**config.mk**
```make
export PLATFORM = sky130hd
export DESIGN_NAME = pueo_command_encoder
export DESIGN_NICKNAME = d
export VERILOG_FILES = /design/src/rtl/pueo_command_encoder.sv
export SDC_FILE = /design/constraint.sdc
export NUM_CORES = 1
export LEC_CHECK = 0
export ABC_AREA = 1
export BUFFER_PORTS_ARGS = -buffer_cell sky130_fd_sc_hd__buf_4
export CORE_MARGIN = 2
export CORE_UTILIZATION = 56
export CTS_CLUSTER_DIAMETER = 50
export DETAILED_ROUTE_END_ITERATION = 12
export PLACE_DENSITY = 0.77
export SETUP_SLACK_MARGIN = 0.5
export SLEW_MARGIN = 10
export SYNTH_ARGS = -nofsm -noshare
export SYNTH_HDL_FRONTEND = slang
export SYNTH_SLANG_ARGS = --single-unit
```
**constraint.sdc**
```tcl
create_clock -name sysclk_i -period 3 [get_ports sysclk_i]
set_clock_uncertainty 0.2 [all_clocks]
set_input_delay 0.45 -clock sysclk_i [delete_from_list [all_inputs] [get_ports sysclk_i]]
set_output_delay 0.45 -clock sysclk_i [all_outputs]
set_load 0.01 [all_outputs]
```
**src/rtl/pueo_command_encoder.sv**
```systemverilog
// TURF-side SURF command word builder: merges run commands, mode1 bytes
// and trigger times into one 32-bit word per command slot.
module pueo_command_encoder #(
    parameter int CMD_PERIOD      = 8,
    parameter int TRIG_FIFO_DEPTH = 4
) (
    input  logic        sysclk_i,
    input  logic        sysclk_rstn_i,
    input  logic        enable_i,
    input  logic [1:0]  runcmd_i,
    input  logic        runcmd_valid_i,
    output logic        runcmd_ready_o,
    input  logic        cmdproc_rst_i,
    input  logic [1:0]  fw_mark_i,
    input  logic        notch_wr_i,
    input  logic [5:0]  notch0_byp_i,
    input  logic [5:0]  notch1_byp_i,
    output logic        notch_busy_o,
    input  logic [7:0]  fw_tdata,
    input  logic        fw_tvalid,
    output logic        fw_tready,
    input  logic [7:0]  cmdproc_tdata,
    input  logic        cmdproc_tvalid,
    input  logic        cmdproc_tlast,
    output logic        cmdproc_tready,
    input  logic [14:0] trig_time_i,
    input  logic        trig_valid_i,
    output logic        trig_overflow_o,
    output logic [31:0] command_o,
    output logic        command_valid_o
);

    localparam int PW = $clog2(CMD_PERIOD);
    localparam int AW = $clog2(TRIG_FIFO_DEPTH);

    typedef enum logic [1:0] {
        N_IDLE,
        N_N0,
        N_N1,
        N_UPD
    } notch_t;

    logic [PW-1:0] phase;
    logic          build;
    logic          send;
    logic          alive;

    logic          run_pend;
    logic [1:0]    run_q;
    logic          run_take;

    logic          rst_f, mark_a, mark_b;
    logic          clr_rst, clr_a, clr_b;

    notch_t        notch_s, notch_n;
    logic          notch_latch;
    logic [5:0]    mask0, mask1;

    logic [14:0]   mem [TRIG_FIFO_DEPTH];
    logic [AW:0]   wr_ptr, rd_ptr;
    logic          empty, full, push, pop;
    logic [15:0]   trig_field;

    logic [1:0]    m1_type;
    logic [7:0]    m1_data;
    logic [31:0]   next_word;

    assign build = (phase == PW'(CMD_PERIOD - 1));
    assign send  = build & enable_i;

    always_ff @(posedge sysclk_i or negedge sysclk_rstn_i) begin
        if (!sysclk_rstn_i) begin
            phase <= '0;
            alive <= 1'b0;
        end else begin
            phase <= build ? '0 : phase + PW'(1);
            alive <= 1'b1;
        end
    end

    assign runcmd_ready_o = alive & ~run_pend;
    assign run_take       = runcmd_valid_i & runcmd_ready_o;

    always_ff @(posedge sysclk_i or negedge sysclk_rstn_i) begin
        if (!sysclk_rstn_i) begin
            run_pend <= 1'b0;
            run_q    <= 2'b00;
        end else if (run_take) begin
            run_pend <= 1'b1;
            run_q    <= runcmd_i;
        end else if (send) begin
            run_pend <= 1'b0;
        end
    end

    // A request arriving while its flag is already set merges into it.
    always_ff @(posedge sysclk_i or negedge sysclk_rstn_i) begin
        if (!sysclk_rstn_i) begin
            rst_f  <= 1'b0;
            mark_a <= 1'b0;
            mark_b <= 1'b0;
        end else begin
            rst_f  <= rst_f  ? ~clr_rst : cmdproc_rst_i;
            mark_a <= mark_a ? ~clr_a   : fw_mark_i[0];
            mark_b <= mark_b ? ~clr_b   : fw_mark_i[1];
        end
    end

    always_ff @(posedge sysclk_i or negedge sysclk_rstn_i) begin
        if (!sysclk_rstn_i) begin
            notch_s <= N_IDLE;
            mask0   <= 6'h3F;
            mask1   <= 6'h3F;
        end else begin
            notch_s <= notch_n;
            if (notch_latch) begin
                mask0 <= notch0_byp_i;
                mask1 <= notch1_byp_i;
            end
        end
    end

    assign notch_busy_o = (notch_s != N_IDLE);

    assign empty = (wr_ptr == rd_ptr);
    assign full  = (wr_ptr[AW] != rd_ptr[AW]) &&
                   (wr_ptr[AW-1:0] == rd_ptr[AW-1:0]);
    assign pop   = build & ~empty;
    assign push  = trig_valid_i & (~full | pop);

    always_ff @(posedge sysclk_i) begin
        if (push)
            mem[wr_ptr[AW-1:0]] <= trig_time_i;
    end

    always_ff @(posedge sysclk_i or negedge sysclk_rstn_i) begin
        if (!sysclk_rstn_i) begin
            wr_ptr          <= '0;
            rd_ptr          <= '0;
            trig_overflow_o <= 1'b0;
        end else begin
            if (push)
                wr_ptr <= wr_ptr + (AW+1)'(1);
            if (pop)
                rd_ptr <= rd_ptr + (AW+1)'(1);
            trig_overflow_o <= trig_valid_i & full & ~pop;
        end
    end

    assign trig_field = empty ? 16'h0000 :
                        {1'b1, mem[rd_ptr[AW-1:0]]};

    // Mode1 source selection, in strict priority order.
    always_comb begin
        notch_n        = notch_s;
        notch_latch    = 1'b0;
        m1_type        = 2'b00;
        m1_data        = 8'h00;
        clr_rst        = 1'b0;
        clr_a          = 1'b0;
        clr_b          = 1'b0;
        fw_tready      = 1'b0;
        cmdproc_tready = 1'b0;
        if (notch_s == N_IDLE && notch_wr_i) begin
            notch_n     = N_N0;
            notch_latch = 1'b1;
        end
        if (enable_i) begin
            if (rst_f) begin
                m1_data = 8'h01;
                clr_rst = build;
            end else if (notch_s != N_IDLE) begin
                case (notch_s)
                    N_N0: begin
                        m1_data = {2'b11, mask0};
                        if (build) notch_n = N_N1;
                    end
                    N_N1: begin
                        m1_data = {2'b10, mask1};
                        if (build) notch_n = N_UPD;
                    end
                    default: begin
                        m1_data = 8'h04;
                        if (build) notch_n = N_IDLE;
                    end
                endcase
            end else if (mark_a) begin
                m1_data = 8'h02;
                clr_a   = build;
            end else if (mark_b) begin
                m1_data = 8'h03;
                clr_b   = build;
            end else if (fw_tvalid) begin
                m1_type   = 2'b11;
                m1_data   = fw_tdata;
                fw_tready = build;
            end else if (cmdproc_tvalid) begin
                m1_type        = cmdproc_tlast ? 2'b11 : 2'b01;
                m1_data        = cmdproc_tdata;
                cmdproc_tready = build;
            end
        end
    end

    assign next_word = enable_i ?
        {4'b0000, (run_pend ? run_q : 2'b00), m1_type, m1_data, trig_field} :
        {1'b1, 15'h0000, trig_field};

    always_ff @(posedge sysclk_i or negedge sysclk_rstn_i) begin
        if (!sysclk_rstn_i) begin
            command_o       <= 32'h8000_0000;
            command_valid_o <= 1'b0;
        end else begin
            command_valid_o <= build;
            if (build)
                command_o <= next_word;
        end
    end

endmodule

```
==> results of run 1 <==
==> cell type report <==
type | instances | share of cell area [%]
flip-flops and latches | 121 | 46.40
multi-input cells | 365 | 24.42
repair buffers | 140 | 16.39
clock buffers | 17 | 5.746
inverters | 49 | 2.552
clock inverters | 15 | 2.257
well taps | 129 | 2.239
==> logic make-up after synthesis <==
group	Yosys count	share of synthesized area (%)
multiplexers	6	1.268
flip-flops	121	62.78
XOR/XNOR	2	0.3289
buffers and inverters	71	5.777
other	2	0.1410
adder cells (fa/ha/maj)	11	2.583
AO/OA/AOI/OAI	39	4.086
AND/OR/NAND/NOR	303	23.04
==> timing repair <==
action	in CTS	in global routing
cloned	1	0
hold buffers	37	0
pin swaps	0	2
gates resized for setup	11	9
hold endpoints to repair	127	0
setup buffers	0	6
endpoints found under the setup margin	62	3
==> final timing paths <==
path	start	to	slack (ns)
worst max-delay path	phase[1]	fw_tready	0.53
worst min-delay path	runcmd_i[0]	run_q[0]	0.02
worst max register to register	phase[1]	command_o[23]	0.62
worst min register to register	mask0[3]	mask0[3]	0.28
max in group asynchronous	sysclk_rstn_i	wr_ptr[2]	1.73
min in group asynchronous	sysclk_rstn_i	trig_overflow_o	0.37
==> cells in the mapped netlist (all sizes together) <==
master and count:
nand2 219, edfxtp 60, inv 49, dfrtp 48, nor2 45, nand3 36, buf 19, o21ai 19
dfstp 13, a21oi 11, ha 11, mux2 6, o22ai 4, clkbuf 3, a32o 2, conb 2
nand4 2, xor2 2, a31oi 1, a41oi 1, nor4 1, o211ai 1
==> stage by stage <==
stage               cells  worst slack [ns]  total power, uW  utilization, %
floorplan             557            0.6912             3492               -
global placement      760            0.4721             3988           65.94
detailed placement    760            0.3855             4050           65.94
CTS                   830            0.4051             6110           77.02
global route          836            0.4574             6437           78.01
finish                836            0.5315             6104           78.01
==> report_power, final <==
part	internal, uW	total [uW]	switching, uW
sequential	2200	2400	198
clock	1200	1970	776
combinational	647	1730	1080
total	4050	6100	2060
==> flip-flops by register name, summed over array words and instances, names as in the netlist, 3 cells and up <==
signal / count
command_o: 29
rd_ptr: 3
mask0: 6
wr_ptr: 3
mem: 60
mask1: 6
phase: 3
==> worst max-delay path, delay by kind of cell (launching register included) <==
kind	cells	cell delay (ns)
flip-flops	1	0.40
AND/OR/NAND/NOR	3	0.28
adder cells (fa/ha/maj)	2	0.31
buffers and inverters	3	0.30
==> layer usage <==
metal  up-vias  GRT usage [%]  wire [um]  share of wire [%]
met3        24          4.969        799                6.4
li1       2058              -          -                  -
met5         -              0          0                  0
met4         0          11.33        263                2.1
met1      1972          31.39       5212                 42
met2       175          43.37       6140                 49
==> cell usage in the layout, fill, tap and decap left out, types with 2 or more instances in the layout <==
master	count
a21oi_1	11
a32o_1	2
buf_4	101
bufinv_16	2
clkbuf_16	16
clkinv_1	2
clkinv_4	3
conb_1	4
dfrtp_1	48
dfstp_2	13
dlygate4sd3_1	37
edfxtp_1	60
ha_1	8
ha_4	3
inv_1	42
inv_2	7
inv_6	7
mux2_1	6
nand2_1	213
nand2_2	4
nand3_1	36
nand4_1	2
nor2_1	36
nor2_2	6
nor2_4	3
o21ai_1	18
o22ai_1	4
xor2_1	2
==> out/results.tsv, run 1 <==
stage	metric	value	unit
synthesis	top-area cell type share of the netlist area	33.82	%
global_route	largest net degree at the start of global routing	62	
setup_path	maximum fanout along the worst path	10	
synthesis	cell taking the most area after synthesis	edfxtp_1	
setup_path	Worst EP arrival	1.82	ns
finish	area grow syn2layout	35.30	%
floorplan	Initial Util	57.66	%
sta	fin crit share	82.28	%
min_path	Tightest Hold Check Type	input port to register	
floorplan	Cell Rows	35	
pwr	Lkg Pwr	0.003462	uW
synthesis	synth unique cells	31	
setup_path	Crit path top cell by count	ha_4	
global_route	initial antenna violation count	0	
setup_path	required time worst endpoint	2.35	ns
finish	finished layout cell area	7208	um2
synthesis	Synth area leaders	edfxtp_1 34%, dfrtp_1 23%, nand2_1 15%	
placed_design	global placement routability congestion	0.9233	
synthesis	register area share after synthesis	62.78	%
synthesis	Mapped Area	5328	um2
routing	post-DR wirelength/cell	14.85	um
sta	Final Critical Period	2.468	ns
sta	final hold slack	0.01851	ns
sta	Worst Tran Pin Value	0.7951	ns
floorplan	die width	101.5	um
placed_design	placed inst area	6093	um2
finish	Seq. cell area	3344	um2
pwr	power per cell area	846.9	nW/um2
floorplan	core area	9240	um2
routing	antenna viol nets, final	0	
setup_path	critical path startpoint category	register	
global_route	grt ovf	0	
pwr	Max VDD drop	0.4960	mV
setup_path	Reg2Reg Depth	7	
placed_design	DPL Wire Length	7.611	mm
sta	final setup TNS	0	ns
setup_path	Worst setup EP type	primary output	
clocking	Worst-path clk slew	0.06	ns
setup_path	crit-path max cell delay	0.40	ns
global_route	Total GRT Usage	25.39	%
clocking	clk root buf	clkbuf_8	
global_route	vias in the first global route	4263	
synthesis	number of synthesized register bits	121	
routing	1st-iter DRT viols	350	
setup_path	critical path, cell by cell	ha_4, ha_4, buf_12, nand2_8, nor2_4, nand2_1, inv_1, buf_4	
synthesis	yosys warns	0	
sta	f_max	0.4051	GHz
setup_path	Worst path slowest cell	dfrtp_1	
clocking	clk_lat worst skew	0.51	ns
routing	drc violations	0	
synthesis	Post-Synthesis Cells	555	
routing	routed vias/inst	5.059	
clocking	CTS H-Tree Depth	4	
routing	routed via count	4229	
finish	n_diodes	0	
sta	Worst slew margin	46.94	%
floorplan	I/O pin cnt	95	
sta	Hold Fails Final Rpt	0	
status	status	complete, no violations	
finish	layout cell share with drive strength beyond 1	24.33	%
min_path	Min-Delay Path Depth	3	
run	Max-Cap Viols	0	
finish	Fillers	566	
clocking	CTS Buf Count	17	
synthesis	Avg Inst Size Synth	9.599	um2
clocking	CTS tree	yes	
clocking	CTS Buffer Depth	2	
clocking	# clock sinks	121	
sta	Final Setup Violations	0	
sta	Final Max Tran Viols	0	
finish	area of the multi-input gates	1760	um2
global_route	first-pass GRT wire length	19.92	mm
setup_path	Setup CP Type	register to primary output	
floorplan	Die Area	10310	um2
placed_design	PortBufs	91	
routing	1st-pass router iterations	5	
floorplan	die height	101.5	um
finish	# nets final	762	
sta	RSZ-0062 raised after global routing	true	
routing	final wirelength	12.42	mm
Power figures use the tool's default switching activity.
==> inputs of run 2 (changes only) <==
--- a/config.mk
+++ b/config.mk
@@ -8,10 +8,10 @@
 export ABC_AREA = 1
 export BUFFER_PORTS_ARGS = -buffer_cell sky130_fd_sc_hd__buf_4
 export CORE_MARGIN = 2
-export CORE_UTILIZATION = 56
+export CORE_UTILIZATION = 50
 export CTS_CLUSTER_DIAMETER = 50
 export DETAILED_ROUTE_END_ITERATION = 12
-export PLACE_DENSITY = 0.77
+export PLACE_DENSITY = 0.72
 export SETUP_SLACK_MARGIN = 0.5
 export SLEW_MARGIN = 10
 export SYNTH_ARGS = -nofsm -noshare
==> constraint.sdc (replaced) <==
create_clock -name sysclk_i -period 2.2 [get_ports sysclk_i]
set_clock_uncertainty 0.2 [all_clocks]
set_input_delay 0.33 -clock sysclk_i [delete_from_list [all_inputs] [get_ports sysclk_i]]
set_output_delay 0.33 -clock sysclk_i [all_outputs]
set_load 0.01 [all_outputs]
==> out/results.tsv, run 2 (same netlist as run 1, synthesis figures left out) <==
stage	metric	value	unit
floorplan	die height	107.2	um
placed_design	placed inst area	6212	um2
finish	# nets final	797	
sta	final hold slack	-0.01053	ns
routing	antenna viol nets, final	0	
status	status	complete, but fails checks	
clocking	Worst-path clk slew	0.06	ns
global_route	vias in the first global route	4627	
sta	fin crit share	99.08	%
sta	Hold Fails Final Rpt	1	
finish	layout cell share with drive strength beyond 1	27.36	%
finish	finished layout cell area	7656	um2
sta	Final Max Tran Viols	0	
sta	f_max	0.4588	GHz
status	failing checks	hold timing	
pwr	power per cell area	1119	nW/um2
clocking	CTS H-Tree Depth	4	
floorplan	I/O pin cnt	95	
routing	1st-pass router iterations	6	
global_route	initial antenna violation count	0	
placed_design	global placement routability congestion	0.8117	
setup_path	Worst EP arrival	1.65	ns
sta	Final Setup Violations	0	
routing	post-DR wirelength/cell	15.04	um
routing	routed via count	4483	
clocking	clk root buf	clkbuf_8	
finish	commonest non-fill, non-tap cell in the layout	nand2_1	
sta	Worst slew margin	48.60	%
sta	RSZ-0062 raised after global routing	true	
routing	final wirelength	13.20	mm
finish	Fillers	662	
floorplan	Initial Util	51.61	%
setup_path	Setup CP Type	register to primary output	
floorplan	Die Area	11500	um2
routing	routed vias/inst	5.106	
pwr	total power	8569	uW
clocking	CTS Buf Count	17	
floorplan	Cell Rows	37	
setup_path	maximum fanout along the worst path	3	
global_route	largest net degree at the start of global routing	62	
global_route	first-pass GRT wire length	21.52	mm
placed_design	PortBufs	91	
pwr	Max VDD drop	0.7558	mV
finish	most frequent cells in the layout	209 x nand2_1, 107 x buf_4, 60 x edfxtp_1	
pwr	Lkg Pwr	0.003671	uW
routing	1st-iter DRT viols	354	
global_route	grt ovf	0	
sta	Final Critical Period	2.180	ns
setup_path	Worst setup EP type	primary output	
setup_path	critical path startpoint category	register	
floorplan	die width	107.2	um
placed_design	DPL Wire Length	8.075	mm
clocking	clk_lat worst skew	0.52	ns
run	Max-Cap Viols	0	
sta	Worst Tran Pin Value	0.7710	ns
min_path	Tightest Hold Check Type	input port to register	
finish	n_diodes	0	
clocking	CTS Buffer Depth	2	
setup_path	required time worst endpoint	1.67	ns
finish	area grow syn2layout	43.71	%
finish	number of flip-flops in the largest register	60	
finish	area of the multi-input gates	1821	um2
global_route	Total GRT Usage	24.50	%
clocking	# clock sinks	121	
routing	drc violations	0	
floorplan	core area	10320	um2
clocking	CTS tree	yes	
finish	Seq. cell area	3344	um2
-- run 2: cell count changes in the layout (fill, tap and decap cells not counted), moves of 4 or more --
cell / delta
nor2_1: -5
nor2_4: +6
nand2_1: -4
buf_6: +9
buf_4: +6
dlygate4sd3_1: +17
-- run 2: path summary, 6_finish.rpt --
kind                                  startpoint            end  slack, ns  depth (start not counted)
max in group asynchronous          sysclk_rstn_i   command_o[0]       1.05                          2
worst max-delay path                    phase[0]      fw_tready       0.02                          7
worst min register to register          mask0[3]       mask0[3]       0.28                          2
worst max register to register          phase[0]     mem[1][12]       0.28                          8
worst min-delay path            cmdproc_tdata[3]  command_o[19]      -0.01                          5
min in group asynchronous          sysclk_rstn_i  command_o[22]       0.22                          2
-- run 2: what timing repair did --
action                     in CTS  in global routing
pin swaps                       8                  3
gates resized for setup        21                 19
buffers inserted               15                  4
hold endpoints to repair      141                  4
gates cloned                    1                  0
hold buffers                   55                  1
setup endpoints to repair      91                 97
-- run 2: layout make-up --
cell class | count | share of cell area [%]
multi-input cells | 365 | 23.78
well taps | 136 | 2.223
clock buffers | 18 | 5.458
clock inverters | 14 | 1.912
repair buffers | 175 | 20.35
inverters | 49 | 2.598
flip-flops and latches | 121 | 43.68
-- run 2: worst max-delay path, stage by stage, from the launching register on --
cell     delay [ns]
dfrtp_1        0.36
ha_2           0.21
ha_4           0.15
nand2_4        0.07
nor2_4         0.14
nand2_2        0.07
inv_2          0.05
buf_6          0.09
-- run 2: where the power goes --
| group | total (uW) | switching (uW) | internal [uW] |
|---|---|---|---|
| Combinational | 2660 | 1570 | 1090 |
| Clock | 2630 | 1010 | 1620 |
| Sequential | 3280 | 281 | 3000 |
| Total | 8570 | 2860 | 5710 |
-- run 2: per-layer routing --
layer  wire length (um)  vias up  track usage (%)  part of all wire (%)
li1                   -     2132                -                     -
met1               5333     2165            28.20                    40
met2               6790      167            43.13                    51
met3                844       19            6.140                   6.4
met4                235        0            10.67                   1.8
met5                  0        -                0                     0
-- run 2: metrics by stage --
| step | TNS [ns] | setup WS, ns | std cells | utilization [%] |
|---|---|---|---|---|
| floorplan | 0 | 0.3536 | 557 | - |
| global placement | 0 | 0.2886 | 772 | 60.17 |
| detailed placement | 0 | 0.2026 | 772 | 60.17 |
| CTS | 0 | 0.02752 | 875 | 73.49 |
| global route | -0.1086 | -0.06919 | 878 | 74.16 |
| finish | 0 | 0.02032 | 878 | 74.16 |
==> inputs of run 3 (changes only) <==
--- a/config.mk
+++ b/config.mk
@@ -12,6 +12,7 @@
 export CTS_CLUSTER_DIAMETER = 50
 export DETAILED_ROUTE_END_ITERATION = 12
 export PLACE_DENSITY = 0.72
+export REMOVE_ABC_BUFFERS = 1
 export SETUP_SLACK_MARGIN = 0.5
 export SLEW_MARGIN = 10
 export SYNTH_ARGS = -nofsm -noshare
==> out/results.tsv, run 3 (same netlist as run 1, synthesis figures left out) <==
stage	metric	value	unit
status	status	complete, but fails checks	
status	failing checks	setup timing	
clocking	# clock sinks	121	
finish	commonest non-fill, non-tap cell in the layout	nand2_1	
sta	Hold Fails Final Rpt	0	
routing	routed vias/inst	5.206	
finish	Seq. cell area	3344	um2
finish	most frequent cells in the layout	201 x nand2_1, 123 x buf_4, 60 x edfxtp_1	
finish	area of the multi-input gates	1976	um2
global_route	largest net degree at the start of global routing	46	
global_route	vias in the first global route	4722	
pwr	Sw Pwr	3197	uW
placed_design	dpl ws	-0.2513	ns
sta	fin worst setup slack	-0.1158	ns
sta	Final Max Tran Viols	0	
setup_path	worst r2r dst	mem[2][3]	
routing	1st-iter DRT viols	388	
global_route	global route hottest layer	met2	
routing	antenna viol nets, final	0	
floorplan	die width	107.2	um
clocking	Worst-path clk slew	0.06	ns
routing	drc violations	0	
pwr	Comb pwr share	37.2	%
setup_path	maximum fanout along the worst path	8	
pwr	register share of total power	35.7	%
setup_path	r2r setup slk	-0.12	ns
global_route	initial antenna violation count	0	
clocking	CTS Buf Count	17	
clocking	clk_lat worst skew	0.51	ns
global_route	grt met2 use	50.54	%
global_route	GR Layer Usage met1	31.05	%
routing	post-DR wirelength/cell	17.77	um
clocking	CTS tree	yes	
min_path	Min-Delay Path Depth	7	
global_route	first-pass GRT wire length	23.86	mm
routing	routed via count	4769	
floorplan	Cell Rows	37	
sta	Final Setup Violations	62	
pwr	Max VDD drop	0.6696	mV
clocking	clk root buf	clkbuf_8	
routing	1st-pass router iterations	8	
placed_design	global placement routability congestion	0.8273	
finish	layout cell share with drive strength beyond 1	33.97	%
clocking	CTS Buffer Depth	2	
finish	finished layout cell area	8179	um2
finish	number of flip-flops in the largest register	60	
placed_design	DPL Wire Length	7.921	mm
floorplan	core area	10320	um2
floorplan	I/O pin cnt	95	
setup_path	worst r2r src	phase[0]	
setup_path	Crit. Startpoint	phase[0]	
run	Max-Cap Viols	0	
global_route	Total GRT Usage	27.73	%
floorplan	die height	107.2	um
finish	Fillers	623	
setup_path	Worst setup EP type	register	
finish	area grow syn2layout	53.52	%
sta	f_max	0.4318	GHz
min_path	Tightest Hold Check Type	input port to register	
setup_path	Reg2Reg Depth	13	
sta	fin crit share	105.3	%
pwr	power per cell area	1114	nW/um2
placed_design	PortBufs	91	
global_route	grt ovf	0	
pwr	Lkg Pwr	0.003858	uW
finish	n_diodes	0	
placed_design	placed inst area	6272	um2
floorplan	Die Area	11500	um2
finish	# nets final	835	
setup_path	Setup CP Type	register to register	
routing	final wirelength	16.28	mm
setup_path	required time worst endpoint	2.27	ns
setup_path	Worst EP arrival	2.39	ns
min_path	WHS Endpoint	command_o[16]	
pwr	Power Internal	5918	uW
sta	RSZ-0062 raised after global routing	true	
setup_path	critical path startpoint category	register	
min_path	hold path start	cmdproc_tdata[0]	
pwr	Clock power frac	27.1	%
clocking	CTS H-Tree Depth	4	
pwr	switching share of power	35.07	%
global_route	GR Layer Usage met3	5.410	%
floorplan	Initial Util	51.61	%
sta	Final Critical Period	2.316	ns
==> run 3: changes by cell type in the layout (fill, tap and decap cells not counted), moves of 7 or more <==
cell,previous run,this run
nand3_2,0,7
nand2_2,5,14
buf_4,107,123
nand2_1,209,201
buf_6,9,27
nand3_1,36,25
==> run 3: what timing repair did <==
action / CTS / global route
setup endpoints to repair: 99 / 111
hold endpoints to repair: 144 / 0
pin swaps: 16 / 22
gates resized for setup: 81 / 41
hold buffers: 53 / 0
cloned: 6 / 0
setup buffers: 23 / 14
==> run 3: cell type report <==
cell class                      instances  share of cell area (%)
Tap cell                              136                   2.080
Clock buffer                           22                   5.660
Multi-Input combinational cell        365                   24.15
Clock inverter                         10                  0.8414
Inverter                               49                   2.432
Sequential cell                       121                   40.89
Timing Repair Buffer                  213                   23.94
==> run 3: power groups by stage <==
stage	sequential, uW	combinational (uW)	clock [uW]
2_1_floorplan	3420	1220	0
3_3_place_gp	3240	2390	0
3_5_place_dp	3260	2490	0
4_1_cts	3230	3000	2460
5_1_grt	3300	3680	2580
6_report	3250	3390	2470
==> run 3: worst max path at each step <==
stage               cells past startpoint              to
floorplan                               7       mem[0][0]
global placement                        6       mem[2][9]
detailed placement                      7       mem[2][9]
CTS                                     6  cmdproc_tready
global route                            8       fw_tready
finish                                 13       mem[2][3]
==> run 3: worst max-delay path: stages (launching register included) <==
cell     delay, ns
dfrtp_1       0.42
ha_4          0.18
ha_4          0.17
buf_6         0.12
buf_6         0.11
buf_6         0.10
buf_6         0.11
nor2_4        0.10
nand2_2       0.07
nand2_2       0.10
buf_6         0.11
nor2_4        0.04
buf_6         0.12
buf_12        0.13
==> run 3: through the flow <==
| stage | setup TNS (ns) | instances | hold slack, ns | util (%) | total power [uW] |
|---|---|---|---|---|---|
| CTS | -0.2439 | 902 | 0.003316 | 76.73 | 8695 |
| finish | -4.939 | 916 | 0.04112 | 79.23 | 9115 |
| detailed placement | -3.762 | 788 | 0.07369 | 60.76 | 5750 |
| global route | -6.828 | 916 | 0.05250 | 79.23 | 9564 |
| floorplan | -35.11 | 535 | -0.1656 | - | 4645 |
| global placement | -2.970 | 788 | 0.06309 | 60.76 | 5637 |
==> run 3: per-layer routing <==
layer / wire (um) / up-vias
met2: 8548 / 224
met5: 0 / -
met1: 6129 / 2279
li1: - / 2215
met3: 1071 / 51
met4: 529 / 0
